`config.mk`:
```
export PLATFORM = sky130hd
export DESIGN_NAME = fifo_drain_arbiter
export DESIGN_NICKNAME = d
export VERILOG_FILES = /design/src/rtl/fifo_drain_arbiter.sv
export SDC_FILE = /design/constraint.sdc
export NUM_CORES = 1
export LEC_CHECK = 0
export CORE_MARGIN = 4
export CORE_UTILIZATION = 45
export DETAILED_ROUTE_END_ITERATION = 16
export PLACE_DENSITY = 0.9
export SYNTH_ARGS = -nofsm -noshare
export SYNTH_HDL_FRONTEND = slang
export SYNTH_SLANG_ARGS = --single-unit
```
`constraint.sdc`:
```
create_clock -name rdclk -period 4.8 [get_ports rdclk]
set_input_delay 1.2 -clock rdclk [delete_from_list [all_inputs] [get_ports rdclk]]
set_output_delay 1.2 -clock rdclk [all_outputs]
set_load 0.02 [all_outputs]
```
`src/rtl/fifo_drain_arbiter.sv`:
```
// Round-robin drain of NUM_CH show-ahead FIFOs into one valid/ready stream,
// up to BURST_MAX words per grant, with burst completion reporting.
module fifo_drain_arbiter #(
  parameter int DATA_WIDTH = 8,
  parameter int NUM_CH     = 4,
  parameter int BURST_MAX  = 16
) (
  input  logic                         rdclk,
  input  logic                         PresetFull,
  input  logic                         clear,
  input  logic                         enable,
  input  logic [NUM_CH-1:0]            ch_mask,
  input  logic [NUM_CH-1:0]            rdempty,
  input  logic [NUM_CH*DATA_WIDTH-1:0] q,
  output logic [NUM_CH-1:0]            rdreq,
  output logic [DATA_WIDTH-1:0]        out_data,
  output logic                         out_valid,
  input  logic                         out_ready,
  output logic [$clog2(NUM_CH)-1:0]    out_chan,
  output logic                         out_last,
  output logic                         burst_done,
  output logic [8:0]                   burst_len
);

  localparam int CH_W = $clog2(NUM_CH);

  // IDLE: wait for work | ARB: pick next channel | BURST: stream granted FIFO
  typedef enum logic [1:0] {S_IDLE, S_ARB, S_BURST} state_t;

  state_t          r_state, w_state_nxt;
  logic [CH_W-1:0] r_grant, w_grant_nxt;
  logic [CH_W-1:0] r_last_grant, w_last_grant_nxt;
  logic [8:0]      r_cnt, w_cnt_nxt;
  logic [8:0]      r_burst_len, w_burst_len_nxt;
  logic            r_burst_done, w_burst_done_nxt;

  logic [NUM_CH-1:0] w_elig;
  logic              w_arb_found;
  logic [CH_W-1:0]   w_arb_ch;
  logic [CH_W-1:0]   w_idx;
  logic              w_head_empty;
  logic              w_xfer;

  assign w_elig       = ~rdempty & ~ch_mask;
  assign w_head_empty = rdempty[r_grant];
  assign out_data     = q[int'(r_grant) * DATA_WIDTH +: DATA_WIDTH];
  assign out_chan     = r_grant;
  assign burst_done   = r_burst_done;
  assign burst_len    = r_burst_len;

  // Search starts just after the previous winner; the previous winner is checked last.
  always_comb begin
    w_arb_found = 1'b0;
    w_arb_ch    = r_last_grant;
    w_idx       = '0;
    for (int i = 1; i <= NUM_CH; i++) begin
      w_idx = r_last_grant + CH_W'(i);
      if (!w_arb_found && w_elig[w_idx]) begin
        w_arb_found = 1'b1;
        w_arb_ch    = w_idx;
      end
    end
  end

  always_comb begin
    w_state_nxt      = r_state;
    w_grant_nxt      = r_grant;
    w_last_grant_nxt = r_last_grant;
    w_cnt_nxt        = r_cnt;
    w_burst_done_nxt = 1'b0;
    w_burst_len_nxt  = r_burst_len;
    out_valid        = 1'b0;
    out_last         = 1'b0;
    rdreq            = '0;
    w_xfer           = 1'b0;

    case (r_state)
      S_IDLE: begin
        if (enable && |w_elig) w_state_nxt = S_ARB;
      end

      S_ARB: begin
        if (enable && w_arb_found) begin
          w_grant_nxt = w_arb_ch;
          w_cnt_nxt   = '0;
          w_state_nxt = S_BURST;
        end else begin
          w_state_nxt = S_IDLE;
        end
      end

      S_BURST: begin
        out_valid      = ~w_head_empty;
        out_last       = out_valid && (r_cnt == 9'(BURST_MAX - 1));
        w_xfer         = out_valid && out_ready;
        rdreq[r_grant] = w_xfer && !clear;
        if (w_head_empty) begin
          // An empty head with nothing moved yet is a race, not a burst.
          w_state_nxt = S_IDLE;
          w_cnt_nxt   = '0;
          if (r_cnt != '0) begin
            w_burst_done_nxt = 1'b1;
            w_burst_len_nxt  = r_cnt;
            w_last_grant_nxt = r_grant;
          end
        end else if (w_xfer) begin
          if (out_last) begin
            w_state_nxt      = S_IDLE;
            w_cnt_nxt        = '0;
            w_burst_done_nxt = 1'b1;
            w_burst_len_nxt  = 9'(BURST_MAX);
            w_last_grant_nxt = r_grant;
          end else begin
            w_cnt_nxt = r_cnt + 9'd1;
          end
        end
      end

      default: w_state_nxt = S_IDLE;
    endcase

    if (clear) begin
      w_state_nxt      = S_IDLE;
      w_cnt_nxt        = '0;
      w_grant_nxt      = r_grant;
      w_last_grant_nxt = r_last_grant;
      w_burst_done_nxt = 1'b0;
      w_burst_len_nxt  = r_burst_len;
    end
  end

  always_ff @(posedge rdclk or posedge PresetFull) begin
    if (PresetFull) r_state <= S_IDLE;
    else            r_state <= w_state_nxt;
  end

  always_ff @(posedge rdclk or posedge PresetFull) begin
    if (PresetFull) begin
      r_grant      <= '0;
      r_last_grant <= CH_W'(NUM_CH - 1);
      r_cnt        <= '0;
      r_burst_done <= 1'b0;
      r_burst_len  <= '0;
    end else begin
      r_grant      <= w_grant_nxt;
      r_last_grant <= w_last_grant_nxt;
      r_cnt        <= w_cnt_nxt;
      r_burst_done <= w_burst_done_nxt;
      r_burst_len  <= w_burst_len_nxt;
    end
  end

endmodule

```
# [Yosys cells after proc, flatten, opt, wreduce, memory -nomap -nowiden]
# Cells that the tools add are included.
[word_totals] latch_bits=0 word_cells=104 memories=0 ramBits=0 input_bits=45 rom_bits=0 ff_bits=25 output_inout_bits=26
[classes] magnitude_cmp=6 div=0 bitwise_logic=6 addsub=4 n_mul=0 n_eq_ne=8 shifts=1 mux=50 reduce_logical=23
[op_table] operator="9-bit two-way mux" n=9
[op_table] operator="32-bit by 6-bit indexed part select with 8-bit output" n=1
[op_table] operator="2-bit two-way mux" n=14
[op_table] operator="1-bit two-way mux" n=18
[op_table] operator="9-bit one-hot mux with 2 select lines" n=1
[op_table] operator="2-bit by 3-bit < comparator with 1-bit output (second input constant)" n=5
[op_table] operator="1-bit binary-select mux with 2-bit select" n=5
[op_table] operator="9-bit by 1-bit adder with 9-bit output (second input constant)" n=1
[op_table] operator="9-bit by 4-bit == test with 1-bit output (second input constant)" n=1
[op_table] operator="1-bit logical AND" n=9
[op_table] operator="3-bit AND reduction" n=3
[op_table] operator="9-bit nonzero test" n=1
[op_table] operator="4-bit AND" n=2
[op_table] operator="4-bit inequality test (second input constant)" n=2
[op_table] operator="4-bit inverter" n=2
[op_table] operator="3-bit inequality test (second input constant)" n=2
[op_table] operator="2-bit one-hot mux with 3 select lines" n=1
[op_table] operator="5-bit AND reduction" n=1
[op_table] operator="2-bit adder (second input constant)" n=2
[op_table] operator="1-bit zero test" n=4
[op_table] operator="4-bit two-way mux" n=1
[op_table] operator="2-bit nonzero test" n=2
[op_table] operator="4-bit OR reduction" n=1
[op_table] operator="3-bit nonzero test" n=1
[op_table] operator="other kinds (8)" n=9

# [Depth between registers and ports, before layout]
[logic_depth] depth_word=18 mapped_depth=7 depth_no_buf=6

# [Worst setup path after synthesis]
# OpenSTA, ideal clock, no wires.
[synth_path] path_type="input-to-output" start="input port rdempty[3]" end="output port rdreq[0]" n_path_buf=1 required_time_ps=3600 path_stages=5 arrival_ps=2740 setup_slack_ps=860 path_cell_list="mux4_2 -> nor2_1 -> clkbuf_1 -> nand2_1 -> nor3_1"
[synth_between] elab_chain_cells=7
[synth_lines] item="start: declaration" line="13" source="input logic [NUM_CH-1:0] rdempty,"
[synth_lines] item="1-bit binary-select mux with 2-bit select" line="45" source="assign w_head_empty = rdempty[r_grant];"
[synth_lines] item="1-bit two-way mux (implied by the code)" line="45"
[synth_lines] item="1-bit inverter" line="93" source="out_valid = ~w_head_empty;"
[synth_lines] item="1-bit logical AND" line="95" source="w_xfer = out_valid && out_ready;"
[synth_lines] item="1-bit logical AND" line="96" source="rdreq[r_grant] = w_xfer && !clear;"
[synth_lines] item="4-bit AND (no source line)"
[synth_lines] item="4-bit two-way mux" line="77" source="case (r_state)"
[synth_lines] item="end: declaration" line="15" source="output logic [NUM_CH-1:0] rdreq,"
# Every way passes these cells. The select of a mux whose other input is x is not followed.

# [Worst setup path in the final report]
[layout_path] start="input port rdempty[1]" end="output port rdreq[3]"
# The elaborated chain is that of the path after synthesis.

==> results.toml <==
[run_status]
status = "finished clean"

[synth]
synth_most_common_cell = "dfrtp_1"
yosys-top-cells-area = "dfrtp_1, mux4_2, mux2i_1, inv_1, o21ai_0"
syn_area_mm2 = 0.00162
synth_seq_cells = 25
synth_top_cell_by_area = "dfrtp_1"
seq_area_frac_synth = 0.388
synth_nets = 214
async_reset_ff_frac = 1.00
synth-edff-count = 0
synth-main-ff-cell = "dfrtp_1"
synth_top_area_frac = 0.356
synth_cells = 167
synth.distinct_cells = 38
yosys-top-cells-count = "dfrtp_1, inv_1, nand2_1, o21ai_0, nor3_1"
ys_warn_count = 0
syn_avg_cell_area_um2 = 9.69

[timing]
fin_crit_sh = 0.962
hold_viol_final = 0
fmax_mhz = 217
worstMarginPinSlew_ns = 0.948
fin_skew_ns = 0.00414
tns_ns = 0
drv_slew = 0
relSlewSlack = 0.368
rsz0062_at_grt = "false"
min_period_ns = 4.62
setup_ws_ns = 0.182
setup_viol = 0

[floorplanning]
coreArea_mm2 = 0.00342
die_x_um = 68.0
initial_core_util = 0.474
io_pins = 71
design.die.area_mm2 = 0.00462
die_h_um = 68.0
fp-row-count = 21

[layout]
syn2layout_area_growth_pct = 48.3
utilization = 0.702
nNetsFinal = 286
drive_above_1_share = 0.105
nFillCells = 274
antennaDiodeCount = 0

[placement]
port_buffers = 70
place_ws_ns = 0.208
dpl.hpwl_um = 3570
place.gp.congestion = 0.917

[drt]
wl_per_cell_um = 15.4
antenna_left = 0
drt_iter0_drc = 155
drt_wl_total_um = 4370
dr.pass1.iters = 4
dr_total_vias = 1588
routed_via_density = 5.59
remaining_drc_errors = 0

[critical_path]
critical_path.cell_chain = "clkdlybuf4s50_1, mux4_2, nor2_1, nand2_1, inv_1, and3_1, clkdlybuf4s50_1"
path_buf_inv = 3
arrival_ns = 3.42
required_ns = 3.60
crit_fanout = 5
critPathMostFrequentCell = "clkdlybuf4s50_1"
reg2reg_slack_ns = 2.00
crit_path_end_kind = "output pin"
r2r_end = "burst_len[4]"
r2r-start = "out_chan[0]"
startpoint_type = "primary input"
crit_type = "primary input to output pin"
cpMaxStageDelayCell = "clkdlybuf4s50_1"
critical-path-top-delay-family = "buffers and inverters"
slowest_delay_ns = 0.61
r2r_cells = 5

[clock_network]
htree_num_levels = 1
cts_buffer_depth = 2
path_clk_slew_ns = 0.14
cts_tree = "yes"
clock_latency_ns = 0.33
cts_sinks = 25
root_buffer = "clkbuf_4"
cts_resized = 0
postCtsSetupBuffers = 0
numCtsBuffers = 3
cts_hold_buf = 0

[flow_run]
max_cap_violations = 0

[power]
power_mw = 0.557
p_per_area_mw_per_mm2 = 232
peakVddDrop_mv = 0.159
p_leak_nw = 1.05

[grt]
grt_max_degree = 26
overflow = 0
grt_pass1_wl_um = 6960
grt_pass1_vias = 1548
grt_use_total = 0.196
antenna_found_initial = 0

[worst_hold_path]
holdPathEnd = "burst_len[6]"
hold_class = "register to register"
hold_path.startpoint = "burst_len[6]"
whs_path_depth = 2
-- flip-flops by register name, indices dropped and copies added (netlist names) --
name / flops
burst_len: 9
r_cnt: 9
out_chan: 2
r_last_grant: 2
r_state: 2
burst_done: 1
-- metal layers --
metal / part of all wire / global-route usage / vias to the layer above
li1: - / - / 759
met1: 0.42 / 0.264 / 755
met2: 0.51 / 0.332 / 65
met3: 0.052 / 0.0279 / 9
met4: 0.014 / 0.0471 / 0
met5: 0 / 0 / -
-- worst min-delay path: cells and delay by family, from the launching register on --
kind	cells	cell delay [ns]
muxes	1	0.06
DFF	1	0.40
buffers and inverters	1	0.05
-- cells by family after synthesis --
| family | count (synthesis) | share of synthesized area |
|---|---|---|
| AO/OA/AOI/OAI | 38 | 0.145 |
| AND/OR/NAND/NOR | 56 | 0.188 |
| adder cells (fa/ha/maj) | 2 | 0.0155 |
| flip-flops | 25 | 0.388 |
| buffers and inverters | 26 | 0.0650 |
| multiplexers | 20 | 0.198 |
-- how the worst max path moves through the flow --
stage / startpoint / end / depth (start not counted)
final: rdempty[1] / rdreq[3] / 7
after global routing: rdempty[1] / rdreq[3] / 7
after CTS: rdempty[1] / rdreq[2] / 7
after detailed placement: rdempty[1] / rdreq[3] / 7
after global placement: rdempty[1] / rdreq[3] / 7
after floorplan: rdempty[3] / rdreq[0] / 5
-- report_power, final --
group,switching (mW),internal (mW)
Combinational,0.0873,0.127
Clock,0.0676,0.0320
Sequential,0.0270,0.216
Total,0.182,0.375
-- cell usage in the layout (no fill, tap or decap), drive strengths merged, types with 3 or more instances in the layout --
cell           instances
inv                   20
clkbuf                 3
o31ai                  4
nor3                  10
nor2                   5
nand2                 14
nand3                  5
buf                    3
nand4                  5
clkdlybuf4s50         70
mux2                   3
mux2i                  8
a21oi                  9
mux4                   9
o21ai                 14
or3                    3
dfrtp                 23
nand2b                 4
-- area by class of cell --
type                       instances  area, µm²  area share
multi-input combinational        116        885       0.369
timing repair buffer              73        723       0.302
sequential                        25        628       0.262
inverter                          20       75.1      0.0313
tap                               46       57.6      0.0240
clock buffer                       3       22.5     0.00939
clock inverter                     1       7.51     0.00313
-- per-stage QoR --
stage                     area (µm²)  hold slack [ns]  cells
after floorplan                 1620            0.454    167
after global placement          2370            0.487    280
after detailed placement        2370            0.505    280
after CTS                       2400            0.526    284
after global routing            2400            0.553    284
final                           2400            0.531    284
Note: power is estimated with default switching activity, not from simulation.
